## src/rtl/alu_wb_master_pkg.sv

```systemverilog
// Shared constants for the ALU Wishbone initiator: opcode encodings and FSM state codes.
// Combinational constants only, no latency.
// No flow control of its own.
package alu_wb_master_pkg;

  // Bus widths used by the ALU slave interface
  localparam int OP_W  = 9;
  localparam int OPD_W = 18;
  localparam int RES_W = 48;

  // Opcode space: bit 8 clear selects DSP mode, bit 8 set selects a function
  localparam logic [8:0] ALU_MODE_DSP          = 9'h000;
  localparam logic [8:0] ALU_FUNC_SIN          = 9'h100;
  localparam logic [8:0] ALU_FUNC_COS          = 9'h101;
  localparam logic [8:0] ALU_FUNC_INV_1_PLUS_X = 9'h102;

  // Initiator FSM state encodings
  localparam logic [1:0] ALU_WBM_IDLE = 2'd0;
  localparam logic [1:0] ALU_WBM_REQ  = 2'd1;
  localparam logic [1:0] ALU_WBM_WAIT = 2'd2;
  localparam logic [1:0] ALU_WBM_RESP = 2'd3;

endpackage

```

## src/rtl/alu_wb_master.sv

```systemverilog
// Wishbone initiator for the ALU slave: one client command -> one single-shot bus transaction -> one result pulse.
// Latency: accept edge, 1 REQ cycle, WAIT until ack or timeout, 1 RESP cycle with res_valid; ready again the cycle after RESP.
// Backpressure: cmd_ready is high only in IDLE, so commands are held off (never dropped) while a transaction is in flight.
module alu_wb_master
  import alu_wb_master_pkg::*;
#(
  parameter int TIMEOUT_CYCLES = 255,
  parameter int TO_W           = 16
) (
  input  logic              clk,
  input  logic              reset,
  // client command channel
  input  logic              cmd_valid,
  output logic              cmd_ready,
  input  logic [8:0]        cmd_op,
  input  logic [17:0]       cmd_al,
  input  logic [17:0]       cmd_bl,
  input  logic [17:0]       cmd_ar,
  input  logic [17:0]       cmd_br,
  input  logic [47:0]       cmd_cl,
  input  logic [47:0]       cmd_cr,
  // client result channel
  output logic              res_valid,
  output logic              res_err,
  output logic [47:0]       res_pl,
  output logic [47:0]       res_pr,
  output logic [TO_W-1:0]   stall_cnt,
  // Wishbone side towards the ALU slave
  output logic              alu_cycle,
  output logic              alu_strobe,
  input  logic              alu_ack,
  input  logic              alu_stall,
  input  logic [47:0]       alu_pl,
  input  logic [47:0]       alu_pr,
  output logic [8:0]        alu_op,
  output logic [17:0]       alu_al,
  output logic [17:0]       alu_bl,
  output logic [17:0]       alu_ar,
  output logic [17:0]       alu_br,
  output logic [47:0]       alu_cl,
  output logic [47:0]       alu_cr
);

  localparam logic [TO_W-1:0] TO_LIMIT = TO_W'(TIMEOUT_CYCLES);
  localparam logic [TO_W-1:0] TO_ONE   = TO_W'(1);

  logic [1:0]       state_q, state_d;
  logic [8:0]       op_q, op_d;
  logic [17:0]      al_q, al_d;
  logic [17:0]      bl_q, bl_d;
  logic [17:0]      ar_q, ar_d;
  logic [17:0]      br_q, br_d;
  logic [47:0]      cl_q, cl_d;
  logic [47:0]      cr_q, cr_d;
  logic [47:0]      pl_q, pl_d;
  logic [47:0]      pr_q, pr_d;
  logic             err_q, err_d;
  logic [TO_W-1:0]  to_cnt_q, to_cnt_d;
  logic [TO_W-1:0]  stall_q, stall_d;

  logic             in_txn;
  logic             in_resp;
  logic [TO_W-1:0]  to_inc;
  logic [TO_W-1:0]  stall_inc;

  assign in_txn  = (state_q == ALU_WBM_REQ) || (state_q == ALU_WBM_WAIT);
  assign in_resp = (state_q == ALU_WBM_RESP);

  // Timeout counter advance; it never wraps because WAIT exits at TO_LIMIT.
  assign to_inc    = to_cnt_q + TO_ONE;
  // Stall counter saturates at all-ones instead of wrapping.
  assign stall_inc = (&stall_q) ? stall_q : (stall_q + TO_ONE);

  // Client-facing outputs: all Moore, decoded from the registered state.
  assign cmd_ready = (state_q == ALU_WBM_IDLE);
  assign res_valid = in_resp;
  assign res_err   = in_resp & err_q;
  assign res_pl    = pl_q;
  assign res_pr    = pr_q;
  assign stall_cnt = stall_q;

  // Bus-facing outputs. Strobe is a one-cycle start pulse for the slave and is
  // never stretched by alu_stall. Operands are forced to zero whenever cycle is
  // low because the slave passes them through combinationally while cycle=1.
  assign alu_cycle  = in_txn;
  assign alu_strobe = (state_q == ALU_WBM_REQ);
  assign alu_op     = in_txn ? op_q : '0;
  assign alu_al     = in_txn ? al_q : '0;
  assign alu_bl     = in_txn ? bl_q : '0;
  assign alu_ar     = in_txn ? ar_q : '0;
  assign alu_br     = in_txn ? br_q : '0;
  assign alu_cl     = in_txn ? cl_q : '0;
  assign alu_cr     = in_txn ? cr_q : '0;

  // Next-state logic for the FSM, operand capture, result latch and counters.
  always_comb begin
    state_d  = state_q;
    op_d     = op_q;
    al_d     = al_q;
    bl_d     = bl_q;
    ar_d     = ar_q;
    br_d     = br_q;
    cl_d     = cl_q;
    cr_d     = cr_q;
    pl_d     = pl_q;
    pr_d     = pr_q;
    err_d    = err_q;
    to_cnt_d = to_cnt_q;
    stall_d  = stall_q;

    case (state_q)
      ALU_WBM_IDLE: begin
        // alu_ack is ignored here: cycle is low, so any ack is spurious.
        if (cmd_valid) begin
          op_d     = cmd_op;
          al_d     = cmd_al;
          bl_d     = cmd_bl;
          ar_d     = cmd_ar;
          br_d     = cmd_br;
          cl_d     = cmd_cl;
          cr_d     = cmd_cr;
          to_cnt_d = '0;
          stall_d  = '0;
          err_d    = 1'b0;
          state_d  = ALU_WBM_REQ;
        end
      end

      ALU_WBM_REQ: begin
        if (alu_stall) begin
          stall_d = stall_inc;
        end
        if (alu_ack) begin
          pl_d    = alu_pl;
          pr_d    = alu_pr;
          err_d   = 1'b0;
          state_d = ALU_WBM_RESP;
        end else begin
          state_d = ALU_WBM_WAIT;
        end
      end

      ALU_WBM_WAIT: begin
        if (alu_stall) begin
          stall_d = stall_inc;
        end
        to_cnt_d = to_inc;
        // A real ack wins over a timeout expiring in the same cycle.
        if (alu_ack) begin
          pl_d    = alu_pl;
          pr_d    = alu_pr;
          err_d   = 1'b0;
          state_d = ALU_WBM_RESP;
        end else if (to_inc == TO_LIMIT) begin
          pl_d    = '0;
          pr_d    = '0;
          err_d   = 1'b1;
          state_d = ALU_WBM_RESP;
        end
      end

      ALU_WBM_RESP: begin
        // Single result cycle; also guarantees cycle is low between transactions.
        state_d = ALU_WBM_IDLE;
      end

      default: begin
        state_d = ALU_WBM_IDLE;
      end
    endcase
  end

  // Control state: FSM, error flag and counters.
  always_ff @(posedge clk or posedge reset) begin
    if (reset) begin
      state_q  <= ALU_WBM_IDLE;
      err_q    <= 1'b0;
      to_cnt_q <= '0;
      stall_q  <= '0;
    end else begin
      state_q  <= state_d;
      err_q    <= err_d;
      to_cnt_q <= to_cnt_d;
      stall_q  <= stall_d;
    end
  end

  // Datapath registers: captured operands and latched results.
  always_ff @(posedge clk or posedge reset) begin
    if (reset) begin
      op_q <= '0;
      al_q <= '0;
      bl_q <= '0;
      ar_q <= '0;
      br_q <= '0;
      cl_q <= '0;
      cr_q <= '0;
      pl_q <= '0;
      pr_q <= '0;
    end else begin
      op_q <= op_d;
      al_q <= al_d;
      bl_q <= bl_d;
      ar_q <= ar_d;
      br_q <= br_d;
      cl_q <= cl_d;
      cr_q <= cr_d;
      pl_q <= pl_d;
      pr_q <= pr_d;
    end
  end

endmodule
```

## config.mk

```make
export PLATFORM = sky130hd
export DESIGN_NAME = alu_wb_master
export DESIGN_NICKNAME = d
export VERILOG_FILES = /design/src/rtl/alu_wb_master_pkg.sv /design/src/rtl/alu_wb_master.sv
export SDC_FILE = /design/constraint.sdc
export NUM_CORES = 1
export LEC_CHECK = 0
export CORE_AREA = 2 2 222 224
export CTS_BUF_LIST = sky130_fd_sc_hd__clkbuf_8
export CTS_CLUSTER_DIAMETER = 120
export DETAILED_ROUTE_END_ITERATION = 12
export DIE_AREA = 0 0 224 226
export DONT_BUFFER_PORTS = 1
export GPL_ROUTABILITY_DRIVEN = 0
export REMOVE_ABC_BUFFERS = 1
export SYNTH_ARGS = -nofsm -noshare
export SYNTH_HDL_FRONTEND = slang
export SYNTH_SLANG_ARGS = --single-unit
```

## constraint.sdc

```tcl
create_clock -name clk -period 10.7 [get_ports clk]
set_input_delay 2.14 -clock clk [delete_from_list [all_inputs] [get_ports clk]]
set_output_delay 2.14 -clock clk [all_outputs]
set_load 0.01 [all_outputs]
```

==> results.py <==
metrics = {
    "outcome": {
        "status": "complete, no violations",
    },
    "timing": {
        "drv_slew": 0,
        "rsz0062_at_grt": "false",
        "max_clock_freq_ghz": 0.192,
        "setup_slack_ns": 5.49,
        "fin_setup_tns_ns": 0,
        "fin_crit_sh": 0.487,
        "maxSlewHeadroom": 0.223,
        "fin_skew_ns": 0.0232,
        "tightest_slew_ns": 1.17,
        "finalHoldViolCount": 0,
        "setup_viol": 0,
        "period_needed_ns": 5.21,
    },
    "hold_path": {
        "holdCritPathClass": "reg2reg",
        "holdPathEnd": "cr_q[1]",
        "hold_depth": 1,
        "worstHoldStart": "cr_q[1]",
    },
    "worst_setup_path": {
        "r2r_cells": 6,
        "r2r_slack_ns": 7.01,
        "start_kind": "flop",
        "crit_fanout": 129,
        "crit_path_end_kind": "primary output",
        "reg2reg_from": "state_q[0]",
        "path_class": "reg2out",
        "r2r_end": "cr_q[34]",
        "cp.required_ns": 8.56,
        "cp.arrival_ns": 3.07,
    },
    "clock_tree": {
        "cts_buffer_depth": 3,
        "cts_tree": "yes",
        "postCtsSetupBuffers": 0,
        "cts_root_buf": "clkbuf_8",
        "htree_levels": 2,
        "cts.sinks": 308,
        "path_clk_slew_ns": 0.06,
        "cts_buffers": 53,
        "clock_latency_ns": 0.61,
        "cts_resized": 0,
        "holdBufCountCts": 0,
    },
    "drt": {
        "drt_iter0_markers": 586,
        "routed-via-count": 9655,
        "routed_wl_um": 40000,
        "via_per_inst": 5.10,
        "avgRoutedWirePerCell_um": 21.1,
        "route.detailed.drc": 0,
        "first_pass_iters": 5,
        "final_antenna_net_count": 0,
    },
    "logic_synthesis": {
        "ys_types": 50,
        "yosysTopAreaCell": "dfrtp_1",
        "ys_seq_elements": 308,
        "synth_edf_count": 0,
        "synth_cells": 1252,
        "ys_seq_area_frac": 0.549,
        "syn_area_per_cell_um2": 11.2,
        "synth_warnings": 0,
        "synthTopCellsByArea": "dfrtp_1, mux2_2, and2_1",
        "async_reset_ff_frac": 1.00,
        "synth_area_um2": 14000,
        "yosys.area.top_type_share": 0.549,
        "synthFlopType": "dfrtp_1",
    },
    "layout": {
        "final_cell_mix": "dfrtp_1, and2_1, mux2_2",
        "final_common_cell": "dfrtp_1",
        "syn2layout_area_growth_pct": 12.0,
        "nets": 1508,
        "fillers": 4856,
        "layoutNonFillerInstCount": 1893,
        "stdcell_area_um2": 15700,
        "drive_gt1_frac": 0.229,
    },
    "power_and_ir_drop": {
        "p_leak_nw": 6.42,
        "power_density_nw_per_um2": 361,
        "power_mw": 5.68,
        "peakVddDrop_mv": 0.325,
    },
    "grt": {
        "grt-ovfl-total": 0,
        "grt_util_all_layers": 0.150,
        "grt_pass1_vias": 9759,
        "grt_start_max_net_pins": 130,
        "grt_pass1_wl_um": 58900,
        "antenna_found_initial": 15,
    },
    "floorplanning": {
        "initial_core_util": 0.291,
        "die_w_um": 224,
        "dieHeight_um": 226,
        "io_pins": 572,
        "die-area_um2": 50600,
        "coreArea_um2": 48300,
        "rows": 81,
    },
    "placed_design": {
        "dp_cells": 1790,
        "hpwl_um": 28300,
        "pre_cts_slack_ns": 5.74,
        "io_buffers": 0,
        "dpl_cell_area_um2": 14600,
    },
    "flow_run": {
        "cap_violations": 0,
    },
}
per-stage QoR:
step / hold WS, ns / utilization
6_report: 0.495 / 0.326
5_1_grt: 0.507 / 0.326
4_1_cts: 0.500 / 0.325
3_5_place_dp: 0.487 / 0.301
3_3_place_gp: 0.481 / 0.301
2_1_floorplan: 0.472 / -
state kept, by name, indices dropped and copies added, names as in the netlist, 9 cells and up:
name,flops
al_q,18
ar_q,18
bl_q,18
br_q,18
cl_q,48
cr_q,48
op_q,9
res_pl,48
res_pr,48
stall_cnt,16
to_cnt_q,16
layout make-up:
| type | instances | area (um2) | share of cell area |
|---|---|---|---|
| flip-flops and latches | 308 | 7710 | 0.490 |
| multi-input cells | 842 | 5960 | 0.379 |
| clock buffers | 78 | 1070 | 0.0682 |
| well taps | 622 | 778 | 0.0494 |
| clock inverters | 20 | 95.1 | 0.00604 |
| repair buffers | 10 | 75.1 | 0.00477 |
| inverters | 8 | 37.5 | 0.00238 |
| diodes | 5 | 12.5 | 0.000795 |
routing by layer:
layer / global-route usage / up-vias / part of all wire
met3: 0.0489 / 102 / 0.085
met5: 0 / - / 0.00085
met1: 0.164 / 4702 / 0.37
li1: - / 4339 / -
met2: 0.260 / 506 / 0.50
met4: 0.0768 / 6 / 0.047
cells in the mapped netlist, types with 2 or more instances:
| cell type | n |
|---|---|
| nand4_1 | 15 |
| a21oi_1 | 6 |
| nand2_1 | 116 |
| o21a_1 | 2 |
| inv_1 | 8 |
| xnor2_1 | 3 |
| a22oi_1 | 96 |
| nand3_1 | 8 |
| nand2b_1 | 2 |
| and4_1 | 2 |
| and2_1 | 181 |
| a31oi_1 | 6 |
| o31ai_1 | 4 |
| and3_1 | 6 |
| nor2_1 | 31 |
| clkbuf_2 | 7 |
| nor3_1 | 4 |
| buf_6 | 4 |
| o211ai_1 | 3 |
| nor3b_1 | 2 |
| a211oi_1 | 2 |
| o2111ai_1 | 4 |
| or4b_1 | 2 |
| mux2_2 | 178 |
| xor2_1 | 13 |
| nor2b_1 | 3 |
| ha_1 | 7 |
| clkbuf_1 | 82 |
| o21ai_0 | 121 |
| or3_1 | 3 |
| o21ai_1 | 4 |
| o41ai_1 | 2 |
| dfrtp_1 | 308 |
report_power, final:
group | total [mW] | internal [mW] | switching (mW) | leakage, nW
Clock | 1.13 | 0.642 | 0.491 | 0.642
Combinational | 2.31 | 0.922 | 1.39 | 2.04
Sequential | 2.24 | 1.73 | 0.514 | 3.73
logic make-up after synthesis:
| family | synth area share |
|---|---|
| and+or+nand+nor | 0.147 |
| DFF | 0.549 |
| AOI/OAI and AO/OA | 0.115 |
| muxes | 0.143 |
| buffers and inverters | 0.0301 |
| xor gates and xnor gates | 0.00998 |
| adders and majority gates | 0.00623 |
critical path, cell delays in order, from the launching register on:
cell and delay, ns:
dfrtp_1 0.44, inv_1 0.14, ha_4 0.66, buf_4 0.83, and2_1 0.35
worst max-delay path by stage:
stage | from | end | slack (ns) | depth (start not counted)
6_report | state_q[0] | alu_cl[45] | 5.49 | 4
5_1_grt | state_q[0] | alu_cl[45] | 5.18 | 4
4_1_cts | state_q[1] | alu_cl[14] | 5.34 | 4
3_5_place_dp | cmd_valid | cr_q[34] | 5.74 | 4
3_3_place_gp | cmd_valid | cl_q[44] | 5.80 | 4
2_1_floorplan | reset | al_q[0] | 0.04 | 1
Note: power is estimated with default switching activity, not from simulation.
